===== src/rtl/majority_serial_ctrl_if.sv =====
// ---------------------------------------------------------------------------
// majority_serial_ctrl_if
//
// This interface bundles the handshake and bus signals of
// majority_serial_ctrl. The word request and the result use separate
// valid/ready pairs.
//
// Signals:
//   in_valid   producer presents a word on data
//   in_ready   evaluator can accept a word (IDLE only)
//   data       N-bit word to evaluate
//   out_valid  result available, held until consumed
//   out_ready  consumer accepts the result
//   y          1 when popcount(word) >= Majority
//   cycles     number of bits scanned to reach the decision
//
// Modports:
//   master  producer/consumer side (drives in_valid, data, out_ready)
//   slave   evaluator side
// ---------------------------------------------------------------------------
interface majority_serial_ctrl_if #(
  parameter int unsigned N = 5
);
  logic         in_valid;
  logic         in_ready;
  logic [N-1:0] data;
  logic         out_valid;
  logic         out_ready;
  logic         y;
  logic [7:0]   cycles;

  modport master (
    output in_valid,
    output data,
    output out_ready,
    input  in_ready,
    input  out_valid,
    input  y,
    input  cycles
  );

  modport slave (
    input  in_valid,
    input  data,
    input  out_ready,
    output in_ready,
    output out_valid,
    output y,
    output cycles
  );
endinterface


===== src/rtl/majority_serial_ctrl.sv =====
// ---------------------------------------------------------------------------
// majority_serial_ctrl
//
// This block is a bit-serial majority evaluator. It accepts one N-bit word and
// scans the word one bit per cycle, LSB first. It stops early once the outcome
// is certain: either enough ones have been seen, or too few bits remain to
// reach the threshold. It also reports how many bits it examined.
//
// Parameters:
//   N         data word width (1..255)
//   Majority  ones threshold for y=1 (1..N)
//
// Ports:
//   clk   rising-edge clock
//   rst   synchronous, active-high reset; aborts any evaluation in progress
//   bus   majority_serial_ctrl_if.slave (in_valid/in_ready/data,
//         out_valid/out_ready/y/cycles)
//
// Timing: the word is accepted on edge E0. With a decision after s scan
// cycles, out_valid rises after edge E0+s. The result is held until the edge
// with out_valid && out_ready. The block then returns to IDLE and can accept
// the next word one cycle later.
// ---------------------------------------------------------------------------
module majority_serial_ctrl #(
  parameter int unsigned N        = 5,
  parameter int unsigned Majority = 3
) (
  input  logic                   clk,
  input  logic                   rst,
  majority_serial_ctrl_if.slave  bus
);

  // cnt holds 0..N. The sum cnt+rem needs one extra bit so it cannot wrap.
  localparam int unsigned CW = $clog2(N + 1);
  localparam int unsigned SW = CW + 1;

  localparam logic [SW-1:0] MAJ  = SW'(Majority);
  localparam logic [7:0]    LAST = 8'(N - 1);

  typedef enum logic [1:0] {
    IDLE,
    SCAN,
    DONE
  } state_e;

  state_e         state_q, state_d;

  logic [N-1:0]   word_q, word_d;
  logic [CW-1:0]  cnt_q, cnt_d;
  logic [7:0]     idx_q, idx_d;
  logic           y_q, y_d;
  logic [7:0]     cyc_q, cyc_d;

  logic           accept;
  logic           bit_cur;
  logic [SW-1:0]  cnt_n;
  logic [SW-1:0]  rem;
  logic [SW-1:0]  reach;
  logic           hit_one;
  logic           hit_zero;
  logic           decided;

  // -------------------------------------------------------------------------
  // Decision arithmetic for the bit currently under examination
  // -------------------------------------------------------------------------
  // The captured word shifts right each scan cycle, so bit[idx] is always
  // at position 0.
  always_comb begin
    bit_cur  = word_q[0];
    cnt_n    = {1'b0, cnt_q} + {{CW{1'b0}}, bit_cur};
    // rem is the number of bits still unexamined after this one.
    rem      = SW'(LAST - idx_q);
    reach    = cnt_n + rem;
    hit_one  = (cnt_n >= MAJ);
    hit_zero = !hit_one && (reach < MAJ);
    decided  = hit_one || hit_zero;
  end

  assign accept = (state_q == IDLE) && bus.in_valid;

  // -------------------------------------------------------------------------
  // FSM: state register
  // -------------------------------------------------------------------------
  always_ff @(posedge clk) begin
    if (rst) begin
      state_q <= IDLE;
    end else begin
      state_q <= state_d;
    end
  end

  // -------------------------------------------------------------------------
  // FSM: next-state logic
  // -------------------------------------------------------------------------
  always_comb begin
    state_d = state_q;
    unique case (state_q)
      IDLE: begin
        if (bus.in_valid) begin
          state_d = SCAN;
        end
      end
      SCAN: begin
        if (decided) begin
          state_d = DONE;
        end
      end
      DONE: begin
        // in_valid is ignored here; a new word waits for IDLE.
        if (bus.out_ready) begin
          state_d = IDLE;
        end
      end
      default: begin
        state_d = IDLE;
      end
    endcase
  end

  // -------------------------------------------------------------------------
  // FSM: outputs
  // -------------------------------------------------------------------------
  // The result registers are only qualified by out_valid. They keep their
  // last value in IDLE and SCAN.
  always_comb begin
    bus.in_ready  = (state_q == IDLE);
    bus.out_valid = (state_q == DONE);
    bus.y         = y_q;
    bus.cycles    = cyc_q;
  end

  // -------------------------------------------------------------------------
  // Datapath: next-state logic
  // -------------------------------------------------------------------------
  always_comb begin
    word_d = word_q;
    cnt_d  = cnt_q;
    idx_d  = idx_q;
    y_d    = y_q;
    cyc_d  = cyc_q;

    if (accept) begin
      word_d = bus.data;
      cnt_d  = '0;
      idx_d  = '0;
    end else if (state_q == SCAN) begin
      if (hit_one) begin
        y_d   = 1'b1;
        cyc_d = idx_q + 8'd1;
      end else if (hit_zero) begin
        y_d   = 1'b0;
        cyc_d = idx_q + 8'd1;
      end else begin
        // No decision yet, so cnt_n < Majority <= N and it fits in CW bits.
        cnt_d  = cnt_n[CW-1:0];
        idx_d  = idx_q + 8'd1;
        word_d = word_q >> 1;
      end
    end
  end

  // -------------------------------------------------------------------------
  // Datapath: registers
  // -------------------------------------------------------------------------
  always_ff @(posedge clk) begin
    if (rst) begin
      word_q <= '0;
      cnt_q  <= '0;
      idx_q  <= '0;
      y_q    <= 1'b0;
      cyc_q  <= '0;
    end else begin
      word_q <= word_d;
      cnt_q  <= cnt_d;
      idx_q  <= idx_d;
      y_q    <= y_d;
      cyc_q  <= cyc_d;
    end
  end

endmodule


===== src/flat_wrapper.sv =====
// flat-port wrapper written by rule: the top's interface ports become plain ports
module majority_serial_ctrl_flat 
#(
  parameter int unsigned N        = 5,
  parameter int unsigned Majority = 3
)
  (clk, rst, bus_in_valid, bus_data, bus_out_ready, bus_in_ready, bus_out_valid, bus_y, bus_cycles);
  majority_serial_ctrl_if #(.N(N)) bus_i ();
  input  logic clk;
  input  logic rst;
  input wire logic [$bits(bus_i.in_valid)-1:0] bus_in_valid;
  input wire logic [$bits(bus_i.data)-1:0] bus_data;
  input wire logic [$bits(bus_i.out_ready)-1:0] bus_out_ready;
  output wire logic [$bits(bus_i.in_ready)-1:0] bus_in_ready;
  output wire logic [$bits(bus_i.out_valid)-1:0] bus_out_valid;
  output wire logic [$bits(bus_i.y)-1:0] bus_y;
  output wire logic [$bits(bus_i.cycles)-1:0] bus_cycles;
  assign bus_i.in_valid = bus_in_valid;
  assign bus_i.data = bus_data;
  assign bus_i.out_ready = bus_out_ready;
  assign bus_in_ready = bus_i.in_ready;
  assign bus_out_valid = bus_i.out_valid;
  assign bus_y = bus_i.y;
  assign bus_cycles = bus_i.cycles;
  majority_serial_ctrl #(.N(N), .Majority(Majority)) u_core (.clk(clk), .rst(rst), .bus(bus_i));
endmodule

===== config.mk =====
export PLATFORM = sky130hd
export DESIGN_NAME = majority_serial_ctrl_flat
export DESIGN_NICKNAME = d
export VERILOG_FILES = /design/src/rtl/majority_serial_ctrl_if.sv /design/src/rtl/majority_serial_ctrl.sv /design/src/flat_wrapper.sv
export SDC_FILE = /design/constraint.sdc
export NUM_CORES = 1
export LEC_CHECK = 0
export ABC_AREA = 1
export CAP_MARGIN = 20
export CORE_ASPECT_RATIO = 1.2
export CORE_MARGIN = 2
export CORE_UTILIZATION = 40
export CTS_CLUSTER_SIZE = 10
export DETAILED_ROUTE_END_ITERATION = 10
export HOLD_SLACK_MARGIN = 0.06
export MAX_ROUTING_LAYER = met4
export PLACE_DENSITY = 0.64
export RECOVER_POWER = 50
export SYNTH_ARGS = -nofsm -noshare
export SYNTH_HDL_FRONTEND = slang
export SYNTH_SLANG_ARGS = --single-unit

===== constraint.sdc =====
create_clock -name clk -period 3.9 [get_ports clk]
set_clock_uncertainty 0.05 [all_clocks]
set_input_delay 0.39 -clock clk [delete_from_list [all_inputs] [get_ports clk]]
set_output_delay 0.39 -clock clk [all_outputs]
set_load 0.005 [all_outputs]

==> results.yml, run 1 <==
outcome:
  status: "finished, final reports clean"
detailed_routing:
  drc: 0
  drt_iter0_drc: 23
  drt_wl_total_mm: 2.49
  first_pass_iters: 4
  postRouteAntennaNets: 0
  routed-via-count: 1161
  via_per_inst: 4.80
  wire_per_inst_um: 10.3
clocking:
  clockBufferDepth: 2
  cts_setup_buffers: 0
  cts_tree: "built"
  cts_root_buf: "clkbuf_8"
  cts_hold_buf: 0
  clock_latency_ns: 0.27
  clk_pin_slew_ns: 0.09
  htreeDepth: 1
  cts.sinks: 27
  cts-resized-gates: 0
  numCtsBuffers: 3
pwr:
  clkPwrFrac: 0.298
  seqPwrFrac: 0.554
  ir_worst_vdd_mv: 0.176
  p_leak_nw: 0.694
  p_sw_mw: 0.137
  switching_share: 0.261
  power.internal_mw: 0.388
  power_density_nw_per_um2: 330
  p_comb_frac: 0.149
synthesis:
  syn-num-nets: 203
  yosysUniqueCellTypes: 23
  yosysTopAreaCell: "dfxtp_1"
  synth_edf_count: 0
  synthFlopType: "dfxtp_1"
  ys_ff_latch: 27
  netlist_instances: 186
  synth_top_area_frac: 0.404
  synth.area.top_cells: "dfxtp_1, nand2_1, a21oi_1, ha_1, nor2_1"
  synth-seq-area-share: 0.404
  syn_area_per_cell_um2: 7.18
  async_reset_ff_frac: 0
  mappedNetlistArea_um2: 1340
  ys_warn_count: 0
placement:
  pre_cts_slack_ns: 0.880
  globalplace.congestion: 0.779
  place_inst: 238
  io_buffers: 19
  dpl.hpwl_mm: 1.90
die:
  die_area_um2: 3820
  die-height_um: 67.3
  dieWidth_um: 56.8
  rows: 23
  start_util: 0.407
  core_um2: 3280
  ios: 20
grt:
  overflow: 0
  grt_max_degree: 20
  grt_pass1_vias: 1051
  antenna_found_initial: 0
  grt_pass1_wl_mm: 4.30
  grtUsageTotal: 0.145
timing:
  setup-violations-final: 0
  fmax_mhz: 326
  worst_slack_ns: 0.834
  whs_ns: 0.429
  period_needed_ns: 3.07
  worst_pin_slew_ns: 0.386
  hold_viol_final: 0
  grt_setup_unrepaired: "no"
  slew_headroom: 0.742
  period_share: 0.786
  final-max-slew-violation-count: 0
  tns_ns: 0
cells_and_area:
  diodes: 0
  final_layout_size_suffix_gt1_frac: 0.0439
  final_cell_mix: "nand2_1, dfxtp_1, nor2_1, inv_1, a21oi_1"
  final_common_cell: "nand2_1"
  layoutNonFillerInstCount: 242
  fin_nets: 223
  synthToLayoutAreaGrowth_pct: 19.2
setup_path:
  critPathMaxFanout: 19
  startpoint_type: "register"
  cp.required_ns: 4.01
  arrival_ns: 3.18
  cp-end-kind: "register"
  criticalPathCategory: "reg2reg"
run:
  cap_violations: 0
worst_hold_path:
  hp-class: "reg2reg"
## state kept, by name, indices dropped and copies added, names as in the netlist
register and count:
u_core.word_q 5, u_core.idx_q 8, u_core.cnt_q 3, u_core.state_q 2, u_core.bus.y 1, u_core.bus.cycles 8
## final timing paths
check / startpoint / end / slack [ns] / cells past startpoint
worst min-delay path: u_core.bus.y / u_core.bus.y / 0.43 / 2
worst min register to register: u_core.bus.y / u_core.bus.y / 0.43 / 2
worst max-delay path: u_core.cnt_q[0] / u_core.idx_q[4] / 0.83 / 12
worst max register to register: u_core.cnt_q[0] / u_core.idx_q[4] / 0.83 / 12
## metrics by stage
step	utilization	cell area, µm²	power [mW]
2_1_floorplan	-	1340	0.351
3_3_place_gp	0.471	1550	0.380
3_5_place_dp	0.471	1550	0.380
4_1_cts	0.486	1590	0.537
5_1_grt	0.486	1590	0.555
6_report	0.486	1590	0.526
## cell usage after synthesis, drive strengths merged, types with 2 or more instances
library cell / n
nor2: 23
o21ai: 9
xor2: 5
nand2: 53
dfxtp: 27
inv: 21
a21oi: 18
ha: 7
buf: 2
nand3: 13
clkbuf: 2
## power groups by stage
stage	sequential, mW	combinational (mW)	clock, mW
after CTS	0.291	0.0821	0.163
after floorplan	0.297	0.0543	0
after global placement	0.298	0.0820	0
after detailed placement	0.298	0.0820	0
final	0.291	0.0782	0.156
after global routing	0.293	0.0888	0.173
## cells by family (layout without fill, tap and decap cells)
kind of cell / after synthesis / count (layout) / synth area share
AND/OR/NAND/NOR: 91 / 91 / 0.287
AO/OA/AOI/OAI: 28 / 28 / 0.107
flip-flops: 27 / 27 / 0.404
buffers and inverters: 26 / 45 / 0.0815
adder cells (fa/ha/maj): 8 / 8 / 0.0805
XOR/XNOR: 6 / 6 / 0.0393
## metal layers
metal | wire length [µm] | GRT usage
met5 | 0 | -
met4 | 13 | 0.0349
met3 | 64 | 0.0230
met2 | 1320 | 0.283
met1 | 1100 | 0.152
## critical path: stages, from the launching register on
cell	delay (ns)
dfxtp_1	0.32
ha_1	0.21
ha_1	0.19
xor2_1	0.22
inv_1	0.09
ha_1	0.32
fa_1	0.53
a21boi_0	0.26
nand3_2	0.14
nand3_4	0.20
inv_1	0.24
nand2_1	0.12
a21oi_1	0.06
## cell type report
cell class	instances	area [µm²]
inverter	22	82.6
multi-input combinational	133	687
fill	358	1690
tap	37	46.3
clock inverter	1	5.00
sequential	27	541
clock buffer	3	41.3
timing repair buffer	19	190
Note: power is estimated with default switching activity, not from simulation.
==> inputs of run 2 (changes only) <==
Clock period 3.9 ns to 3 ns, I/O delays scaled along.
==> run 2 against run 1 <==
Effect of this change: worst setup slack worse by 0.59 ns; wire length is 1.3% higher; hold slack worse by 0.0028 ns; utilization is 1.3 points higher; first-iteration DRC count up 57%; final cell count up 2.1%; cell area up 2.7%; sequential cell count unchanged; non-clock buffer count grew 5; critical path type unchanged; critical endpoint is now u_core.idx_q[3]; largest cell class unchanged; largest power group unchanged.
==> results.yml, run 2 (same netlist as run 1, synthesis figures left out) <==
outcome:
  status: "finished, final reports clean"
clocking:
  clk_pin_slew_ns: 0.09
  htreeDepth: 1
  cts_root_buf: "clkbuf_8"
  clock_latency_ns: 0.27
  cts_tree: "built"
  cts.sinks: 27
  clockBufferDepth: 2
  cts_hold_buf: 0
  numCtsBuffers: 3
die:
  start_util: 0.407
  core_um2: 3280
  rows: 23
  ios: 20
  die_area_um2: 3820
  die-height_um: 67.3
  dieWidth_um: 56.8
grt:
  grt_max_degree: 16
  overflow: 0
  grt_pass1_wl_mm: 4.22
  grtUsageTotal: 0.142
  grt_pass1_vias: 1051
  antenna_found_initial: 0
timing:
  final-max-slew-violation-count: 0
  worst_pin_slew_ns: 0.382
  hold_viol_final: 0
  fmax_mhz: 362
  whs_ns: 0.426
  slew_headroom: 0.745
  period_needed_ns: 2.76
  setup-violations-final: 0
  tns_ns: 0
  period_share: 0.920
setup_path:
  criticalPathCategory: "reg2reg"
  startpoint_type: "register"
  slowest_delay_ns: 0.52
  arrival_ns: 2.91
  critPathMaxFanout: 10
  crit_top_cell: "ha_1"
  crit_family: "adder cells"
  path_cells: "ha_1 -> ha_1 -> xor2_2 -> inv_1 -> ha_1 -> fa_1 -> a21boi_1 -> nand3_2 -> nand3_2 -> buf_4 -> nand2_1 -> a21oi_1"
  cp.required_ns: 3.15
  cp-end-kind: "register"
  slowest_stage: "fa_1"
  cp_num_buf_inv: 2
cells_and_area:
  final_cell_mix: "nand2_1, dfxtp_1, nor2_1, inv_1, a21oi_1"
  diodes: 0
  final_layout_size_suffix_gt1_frac: 0.0810
  fin_area_um2: 1640
  layoutNonFillerInstCount: 247
  fillers: 345
  synthToLayoutAreaGrowth_pct: 22.4
  fin_nets: 228
  final_common_cell: "nand2_1"
detailed_routing:
  first_pass_iters: 4
  wire_per_inst_um: 10.2
  drc: 0
  drt_iter0_drc: 36
  routed-via-count: 1178
  postRouteAntennaNets: 0
  via_per_inst: 4.77
  drt_wl_total_mm: 2.52
run:
  cap_violations: 0
placement:
  place_inst: 239
  dpl.hpwl_mm: 1.92
  globalplace.congestion: 0.785
  placed_area_um2: 1550
  io_buffers: 19
pwr:
  ir_worst_vdd_mv: 0.240
  p_leak_nw: 0.714
  power_density_nw_per_um2: 429
  total_power_mw: 0.701
worst_hold_path:
  hp-class: "reg2reg"
run 2: cell count changes in the layout (fill, tap and decap cells not counted), sizes merged:
cell  previous run  this run
buf              0         5
run 2: final cells by class:
cell class,count,area (µm²),share of cell area
clock inverter,1,5.00,0.00306
inverter,22,85.1,0.0520
sequential,27,541,0.331
tap,37,46.3,0.0283
multi-input combinational,133,689,0.422
timing repair buffer,24,228,0.139
clock buffer,3,41.3,0.0252
run 2: repair_timing:
item,4_1_cts,5_1_grt
setup endpoints to repair,3,25
endpoints found under the hold margin,0,0
cloned,0,0
setup buffers,0,4
gates resized for setup,1,3
run 2: worst min-delay path: cells and delay by family (launching register included):
| family | cells | cell delay, ns |
|---|---|---|
| AO/OA/AOI/OAI | 1 | 0.05 |
| AND/OR/NAND/NOR | 1 | 0.06 |
| flip-flops | 1 | 0.32 |
run 2: final timing paths:
check                           cells past startpoint            start  slack, ns               to
worst min-delay path                                2  u_core.cnt_q[0]       0.43  u_core.cnt_q[0]
worst max-delay path                               12  u_core.cnt_q[0]       0.24  u_core.idx_q[3]
worst max register to register                     12  u_core.cnt_q[0]       0.24  u_core.idx_q[3]
worst min register to register                      2  u_core.cnt_q[0]       0.43  u_core.cnt_q[0]
run 2: where the power goes:
part / switching (mW) / internal [mW]
registers: 0.00756 / 0.371
logic: 0.0631 / 0.0506
clock network: 0.116 / 0.0931
total: 0.186 / 0.515
run 2: per-stage QoR:
step	setup slack, ns	utilization
detailed placement	-0.00424	0.474
floorplan	0.272	-
global route	-0.00599	0.498
finish	0.241	0.498
global placement	0.0585	0.474
CTS	0.0908	0.489
run 2: metal layers:
metal  vias up  global-route usage  share of wire
met2        21               0.273           0.50
met4         0              0.0349         0.0083
met1       520               0.156           0.47
li1        633                   -              -
met5         -                   -              0
met3         4              0.0172          0.027
